--- config.mk ---
export PLATFORM = sky130hd
export DESIGN_NAME = time_chain_counter
export DESIGN_NICKNAME = d
export VERILOG_FILES = /design/src/rtl/time_chain_counter.sv
export SDC_FILE = /design/constraint.sdc
export NUM_CORES = 1
export LEC_CHECK = 0
export CAP_MARGIN = 10
export CORE_ASPECT_RATIO = 0.8
export CORE_MARGIN = 3
export CORE_UTILIZATION = 54
export DETAILED_ROUTE_END_ITERATION = 10
export PLACE_DENSITY = 0.81
export SETUP_SLACK_MARGIN = 0.5
export SYNTH_ARGS = -nofsm -noshare
export SYNTH_HDL_FRONTEND = slang
export SYNTH_SLANG_ARGS = --single-unit
--- constraint.sdc ---
create_clock -name clk -period 2.3 [get_ports clk]
set_input_delay 0.46 -clock clk [delete_from_list [all_inputs] [get_ports clk]]
set_output_delay 0.46 -clock clk [all_outputs]
set_load 0.02 [all_outputs]
--- src/rtl/time_chain_counter.sv ---
// rtl/time_chain_counter.sv - cascaded modulo-N up/down counter forming one multi-field time value
//
// Purpose: chain of STAGES modulo counters (stage 0 least significant) that
// step together on en, rippling carry/borrow through every stage on a single
// edge. Supports per-stage range-checked loading for time setting, and either
// wraps or saturates when the top stage overflows.
//
// Ports:
//   clk       in   system clock
//   reset     in   asynchronous active-high reset, clears all state
//   en        in   count tick, one step per cycle while high
//   dir       in   0 counts up, 1 counts down
//   load      in   synchronous load strobe (takes priority over en)
//   load_sel  in   index of the stage to load
//   load_val  in   value to load into the selected stage
//   count     out  packed stage values, stage i at count[W*i +: W]
//   rollover  out  one-cycle pulse when the chain wrapped or hit its limit
//   load_err  out  one-cycle pulse when a load was rejected

module time_chain_counter #(
  parameter int                  STAGES = 3,
  parameter int                  W      = 6,
  parameter logic [8*STAGES-1:0] MODS   = {8'd24, 8'd60, 8'd60},
  parameter bit                  WRAP   = 1'b1
) (
  input  logic                  clk,
  input  logic                  reset,
  input  logic                  en,
  input  logic                  dir,
  input  logic                  load,
  input  logic [1:0]            load_sel,
  input  logic [W-1:0]          load_val,
  output logic [STAGES*W-1:0]   count,
  output logic                  rollover,
  output logic                  load_err
);

  localparam logic [W-1:0] ONE_W = {{(W-1){1'b0}}, 1'b1};

  // Per-stage modulus in W+1 bits (so MOD = 2^W is representable) and the
  // stage maximum MOD-1, which always fits in W bits.
  logic [W:0]   mod_a   [STAGES];
  logic [W-1:0] mod_max [STAGES];

  for (genvar g = 0; g < STAGES; g++) begin : g_mod
    localparam int           MOD_INT = int'(MODS[8*g +: 8]);
    localparam logic [W:0]   MOD_G   = (W+1)'(MOD_INT);
    localparam logic [W-1:0] MAX_G   = W'(MOD_INT - 1);
    assign mod_a[g]   = MOD_G;
    assign mod_max[g] = MAX_G;
  end

  logic [STAGES*W-1:0] count_q, count_d;
  logic                rollover_q, rollover_d;
  logic                load_err_q, load_err_d;

  logic         carry;
  logic         at_lim;
  logic         sel_ok;
  logic [W:0]   sel_mod;
  logic [W-1:0] cur;
  logic [W-1:0] nxt;

  always_comb begin
    count_d    = count_q;
    rollover_d = 1'b0;
    load_err_d = 1'b0;
    carry      = 1'b0;
    at_lim     = 1'b0;
    sel_mod    = '0;
    cur        = '0;
    nxt        = '0;

    // An out-of-range stage index leaves sel_mod at zero, so the range
    // check below rejects it without indexing past the modulus table.
    for (int i = 0; i < STAGES; i++) begin
      if (int'(load_sel) == i) begin
        sel_mod = mod_a[i];
      end
    end
    sel_ok = (int'(load_sel) < STAGES) && ({1'b0, load_val} < sel_mod);

    if (load) begin
      if (sel_ok) begin
        for (int i = 0; i < STAGES; i++) begin
          if (int'(load_sel) == i) begin
            count_d[W*i +: W] = load_val;
          end
        end
      end else begin
        load_err_d = 1'b1;
      end
    end else if (en) begin
      // carry doubles as borrow when counting down; it enters stage 0 set
      // and leaves the top stage set only if every stage was at its limit.
      carry = 1'b1;
      for (int i = 0; i < STAGES; i++) begin
        cur = count_q[W*i +: W];
        if (dir) begin
          at_lim = (cur == '0);
          nxt    = at_lim ? mod_max[i] : cur - ONE_W;
        end else begin
          at_lim = (cur == mod_max[i]);
          nxt    = at_lim ? '0 : cur + ONE_W;
        end
        if (carry) begin
          count_d[W*i +: W] = nxt;
        end
        carry = carry & at_lim;
      end
      if (carry) begin
        rollover_d = 1'b1;
        // Saturating mode: the chain is already at its extreme, so freeze it.
        if (!WRAP) begin
          count_d = count_q;
        end
      end
    end
  end

  always_ff @(posedge clk or posedge reset) begin
    if (reset) begin
      count_q    <= '0;
      rollover_q <= 1'b0;
      load_err_q <= 1'b0;
    end else begin
      count_q    <= count_d;
      rollover_q <= rollover_d;
      load_err_q <= load_err_d;
    end
  end

  assign count    = count_q;
  assign rollover = rollover_q;
  assign load_err = load_err_q;

endmodule

==> metrics.yaml, run 1 <==
global_route:
  grt_max_degree: 23
  antenna_found_initial: 0
  grt_pass1_vias: 2099
  grt_pass1_wl_mm: 10.6
  grt-ovfl-total: 0
  grt.total_usage_pct: 32.2
logic_synthesis:
  synth.distinct_cells: 52
  ys_ff_latch: 20
  syn_inst: 241
  ys.flop_type: "dfrtp_1"
  yosys.area.top_type: "dfrtp_1"
  yosys-top-cells-area: "dfrtp_1, ha_1, o21ai_0"
  synth_top_area_share_pct: 25.9
  syn_area_um2: 1930
  syn_area_per_cell_um2: 8.03
  synth_nets: 265
  synth_edf_count: 0
  yosysSeqAreaShare_pct: 25.9
  ys_async_sr_fraction_pct: 100
  yosys_warnings: 0
cells_and_area:
  diodes: 0
  syn2layout_area_growth_pct: 58.5
  mostFrequentLayoutCell: "buf_4"
  final_util_pct: 94.6
  layout_common_cells: "buf_4, nor2_1, nand2_1, dlygate4sd2_1, o21ai_0"
  drive_gt1_share_pct: 39.7
  multi_input_area_um2: 1610
  n_fill_cell: 85
  design_area_um2: 3070
  final_cells: 352
  seqCellArea_um2: 514
  nNetsFinal: 337
power:
  leakage_nw: 1.29
  vdd_drop_max_v: 0.000663
  p_per_area_nw_per_um2: 963
floorplan:
  die_area_um2: 4340
  initial_core_util_pct: 59.6
  core-area_um2: 3240
  num_rows: 18
  io_pins: 33
  die_h_um: 59.5
  die_w_um: 72.9
worst_setup_path:
  r2r-start: "count[13]$_DFFE_PP0P_"
  path_buf_inv: 1
  rr_endpoint: "count[15]$_DFFE_PP0P_"
  critical_path_arrival_ns: 2.21
  critPathSlowestCell: "or4b_4"
  critPathTopFamily: "compound AO/OA/AOI/OAI gates"
  critical_path_class: "reg -> reg"
  crit_path_frequent_cell: "o21ai_1"
  r2r_cells: 7
  crit_fanout: 5
  start_kind: "flop"
  crit_chain: "inv_2, ha_2, or4b_4, o21ai_1, o22ai_1, o21ai_1, mux2i_1"
  r2r_setup_slack_ns: 0.25
  worstPathRequired_ns: 2.46
  cpPeakStageDelay_ns: 0.53
  crit_path_end_kind: "flop"
flow_run:
  timing.max_cap.violations: 0
clock_network:
  clk_path_buf_depth: 2
  cts_tree: "yes"
  cts_root_buf: "clkbuf_8"
  cts_hold_buf: 0
  clk_latency_ns: 0.28
  cts_sinks: 20
  numCtsBuffers: 3
  clkTransAtPathRegs_ns: 0.09
  htreeDepth: 1
drt:
  vias: 2560
  dr.pass1.iters: 7
  drc_errors: 0
  drtAntennaViolNets: 0
  drt-total-wl_mm: 8.54
  wl_per_cell_um: 24.3
  drt_iter0_drc: 519
  vias_per_cell: 7.27
sta:
  rsz0062_at_grt: "yes"
  fin_crit_ns: 2.05
  hold_viol: 0
  period_share_pct: 89.1
  slew_violations: 0
  skew_ns: 0.00642
  setup_violations: 0
  slew_headroom_pct: 72.7
  worstMarginPinSlew_ns: 0.404
  holdWs_ns: 0.541
  max_freq_ghz: 0.488
place:
  gp_congestion: 0.887
  io_buffers: 32
  dp.cells: 317
  hpwl_mm: 4.05
  place_area_um2: 2460
worst_hold_path:
  hold_path_class: "in -> async"
run_status:
  outcome: "finished clean"
[per-stage QoR]
step	setup WS, ns	setup TNS (ns)	power (W)
2_1_floorplan	0.337	0	0.00157
3_3_place_gp	-0.180	-1.24	0.00200
3_5_place_dp	-0.291	-2.74	0.00204
4_1_cts	0.418	0	0.00253
5_1_grt	0.270	0	0.00307
6_report	0.251	0	0.00295
[synthesized netlist by cell type (all sizes together), types with 2 or more instances]
master	instances
mux2i	7
nor2b	2
and2	3
nand3	6
a21o	2
o21a	2
inv	12
o31ai	6
nor4	8
o22ai	3
clkbuf	9
o211ai	3
a31oi	2
nand2	16
nor2	19
nor4b	4
o311a	2
nand2b	8
ha	11
and3	2
o2bb2ai	4
nand4b	3
or4	4
a221oi	2
a21oi	11
a22o	2
nor3b	4
nor3	7
a211oi	4
xor2	4
dfrtp	20
mux2	3
buf	11
or4b	2
o21ai	22
[final cells by class]
type	count	area share, %
clock buffer	3	1.35
clock inverter	1	0.979
inverter	12	1.55
multi-input combinational	189	52.5
sequential	20	16.8
tap	40	1.63
timing repair buffer	87	25.3
[layer usage]
| layer | track usage [%] | share of wire [%] | vias up |
|---|---|---|---|
| met1 | 43.0 | 36 | 1173 |
| met5 | 0 | 0 | - |
| met4 | 13.7 | 6.7 | 0 |
| met3 | 6.44 | 14 | 84 |
| li1 | - | - | 1039 |
| met2 | 50.8 | 44 | 264 |
[registers in the layout (all words and copies together), names as in the netlist]
signal    cells
count        18
load_err      1
rollover      1
[worst reg2reg max path, stage by stage, from the launching register on]
cell and delay (ns):
dfrtp_2 0.43, inv_2 0.09, ha_2 0.22, or4b_4 0.53
o21ai_1 0.22, o22ai_1 0.13, o21ai_1 0.22, mux2i_1 0.11
[power breakdown]
part / internal [W] / total (W) / switching [W]
sequential: 0.000486 / 0.000795 / 0.000309
clock: 0.000233 / 0.000372 / 0.000139
combinational: 0.000844 / 0.00179 / 0.000941
total: 0.00156 / 0.00295 / 0.00139
[timing repair]
item / 4_1_cts / 5_1_grt
setup endpoints to repair: 33 / 21
hold endpoints to repair: 0 / 0
gates resized for setup: 69 / 45
pin swaps: 11 / 26
setup buffers: 15 / 16
[kinds of logic after synthesis]
kind of cell / share of synthesized area, %
xor+xnor: 2.26
flops: 25.9
buf+inv: 7.96
fa+ha+maj: 7.12
mux: 5.37
compound gates: 25.7
simple gates: 25.7
[worst max path at each step]
stage               depth (start not counted)                  start                     to  slack, ns
floorplan                                   8            load_sel[1]  count[14]$_DFFE_PP0P_       0.34
global placement                            9            load_sel[1]  count[16]$_DFFE_PP0P_      -0.18
detailed placement                          9            load_sel[0]  count[17]$_DFFE_PP0P_      -0.29
CTS                                         6  count[12]$_DFFE_PP0P_  count[14]$_DFFE_PP0P_       0.42
global route                                6   count[3]$_DFFE_PP0P_  count[16]$_DFFE_PP0P_       0.27
finish                                      7  count[13]$_DFFE_PP0P_  count[15]$_DFFE_PP0P_       0.25
Power figures use the tool's default switching activity.
==> run 2: changes to the inputs <==
Settings changed: CELL_PAD_IN_SITES_DETAIL_PLACEMENT set to 1, CELL_PAD_IN_SITES_GLOBAL_PLACEMENT set to 2, CORE_UTILIZATION 54 to 31, CTS_CLUSTER_DIAMETER set to 120, PLACE_DENSITY 0.81 to not set, PLACE_DENSITY_LB_ADDON set to 0.1.
==> metrics.yaml, run 2 (synthesized netlist as in run 1, its figures left out) <==
worst_setup_path:
  critPathSlowestCell: "or4b_4"  # unchanged
  r2r-start: "count[12]$_DFFE_PP0P_"  # was count[13]$_DFFE_PP0P_
  r2r_setup_slack_ns: 0.42  # was 0.25 ns
  r2r_cells: 6  # was 7
  critical_path_arrival_ns: 2.09  # was 2.21 ns
  critPathTopFamily: "simple AND/OR/NAND/NOR gates"  # was compound AO/OA/AOI/OAI gates
  cp.depth: 6  # was 7
  endpoint: "count[14]$_DFFE_PP0P_"  # was count[15]$_DFFE_PP0P_
  cp-startpoint: "count[12]$_DFFE_PP0P_"  # was count[13]$_DFFE_PP0P_
  worstPathRequired_ns: 2.51  # was 2.46 ns
  critical_path_class: "reg -> reg"  # unchanged
  rr_endpoint: "count[14]$_DFFE_PP0P_"  # was count[15]$_DFFE_PP0P_
  crit_path_end_kind: "flop"  # unchanged
  cpPeakStageDelay_ns: 0.51  # was 0.53 ns
  start_kind: "flop"  # unchanged
  path_buf_inv: 1  # unchanged
  crit_chain: "inv_4, ha_4, or4b_4, a211o_1, a31oi_1, mux2_4"  # was inv_2, ha_2, or4b_4, o21ai_1, o22ai_1, o21ai_1, mux2i_1
  crit_fanout: 5  # unchanged
worst_hold_path:
  hold_path_class: "in -> async"  # unchanged
cells_and_area:
  mostFrequentLayoutCell: "buf_4"  # unchanged
  nNetsFinal: 340  # was 337
  n_fill_cell: 692  # was 85
  diodes: 0  # unchanged
  syn2layout_area_growth_pct: 63.2  # was 58.5%
  final_util_pct: 52.8  # was 94.6%
  largest_register_ffs: 18  # unchanged
  drive_gt1_share_pct: 41.0  # was 39.7%
  final_cells: 396  # was 352
  layout_common_cells: "buf_4, nor2_1, dlygate4sd2_1"  # was buf_4, nor2_1, nand2_1, dlygate4sd2_1, o21ai_0
global_route:
  grt-ovfl-total: 0  # unchanged
  antenna_found_initial: 0  # unchanged
  grt.total_usage_pct: 21.9  # was 32.2%
  grt_pass1_vias: 2224  # was 2099
  grt_pass1_wl_mm: 12.4  # was 10.6 mm
  grt_max_degree: 21  # was 23
clock_network:
  clk_path_buf_depth: 2  # unchanged
  cts_tree: "yes"  # unchanged
  clk_latency_ns: 0.28  # about the same
  clkTransAtPathRegs_ns: 0.10  # was 0.09 ns
  cts_sinks: 20  # unchanged
  numCtsBuffers: 3  # unchanged
  htreeDepth: 1  # unchanged
  cts_hold_buf: 0  # unchanged
  cts_root_buf: "clkbuf_8"  # unchanged
sta:
  rsz0062_at_grt: "yes"  # unchanged
  max_freq_ghz: 0.533  # was 0.488 GHz
  slew_violations: 0  # unchanged
  setup_slack_ns: 0.423  # was 0.251 ns
  period_share_pct: 81.6  # was 89.1%
  skew_ns: 0.0104  # was 0.00642 ns
  slew_headroom_pct: 72.2  # was 72.7%
  tns_ns: 0  # unchanged
  hold_viol: 0  # unchanged
  worstMarginPinSlew_ns: 0.415  # was 0.404 ns
  fin_crit_ns: 1.88  # was 2.05 ns
  setup_violations: 0  # unchanged
drt:
  wl_per_cell_um: 20.3  # was 24.3 um
  drtAntennaViolNets: 0  # unchanged
  drc_errors: 0  # unchanged
  drt-total-wl_mm: 8.04  # was 8.54 mm
  vias_per_cell: 5.55  # was 7.27
  dr.pass1.iters: 6  # was 7
  drt_iter0_drc: 71  # was 519
  vias: 2197  # was 2560
place:
  hpwl_mm: 5.36  # was 4.05 mm
  pre_cts_ws_ns: -0.276  # was -0.291 ns
  io_buffers: 32  # unchanged
  gp_congestion: 0.819  # was 0.887
  dp.cells: 368  # was 317
floorplan:
  core-area_um2: 5970  # was 3240 um2
  die_h_um: 76.7  # was 59.5 um
  die_area_um2: 7230  # was 4340 um2
  num_rows: 25  # was 18
  die_w_um: 94.3  # was 72.9 um
  initial_core_util_pct: 32.4  # was 59.6%
  io_pins: 33  # unchanged
flow_run:
  timing.max_cap.violations: 0  # unchanged
power:
  power.total_w: 0.00295  # about the same
  p_per_area_nw_per_um2: 935  # was 963 nW/um2
  leakage_nw: 1.30  # was 1.29 nW
  vdd_drop_max_v: 0.000298  # was 0.000663 V
run_status:
  outcome: "finished clean"  # unchanged
## run 2: stage by stage
| step | area, um2 | hold WS, ns |
|---|---|---|
| after floorplan | 2010 | 0.424 |
| final | 3160 | 0.540 |
| after detailed placement | 2570 | 0.588 |
| after CTS | 2910 | 0.554 |
| after global routing | 3160 | 0.591 |
| after global placement | 2570 | 0.583 |
## run 2: routing by layer
layer / wire (um) / up-vias / global-route usage, %
met1: 3790 / 1107 / 32.3
met4: 68 / 0 / 3.75
li1: - / 1040 / -
met2: 3870 / 44 / 33.7
met5: 0 / - / 0
met3: 313 / 6 / 3.92
## run 2: what timing repair did
item	CTS	global route
resized for setup	74	44
pin swaps	15	14
hold endpoints to repair	0	0
setup endpoints to repair	35	21
setup buffers	11	12
cloned	1	0
## run 2: area by class of cell
type,count,area (um2),area share (%)
clock buffers,3,41.3,1.31
clock inverters,1,30.0,0.951
inverters,12,50.0,1.59
multi-input cells,189,1600,50.8
flip-flops and latches,20,514,16.3
well taps,81,101,3.21
repair buffers,90,816,25.8
## run 2: how the worst min path moves through the flow
stage,to,slack (ns)
finish,count[12]$_DFFE_PP0P_,0.54
global route,count[11]$_DFFE_PP0P_,0.59
CTS,load_err$_DFF_PP0_,0.55
detailed placement,count[0]$_DFFE_PP0P_,0.59
global placement,count[0]$_DFFE_PP0P_,0.58
floorplan,count[10]$_DFFE_PP0P_,0.42
## run 2: where the power goes
| group | total [W] | switching (W) | internal (W) |
|---|---|---|---|
| registers | 0.000700 | 0.000212 | 0.000488 |
| logic | 0.00187 | 0.000973 | 0.000893 |
| clock network | 0.000385 | 0.000152 | 0.000233 |
## run 2: worst min-delay path, cell delays in order
cell and delay (ns):
clkdlybuf4s50_1 0.41, inv_1 0.06, buf_4 0.29
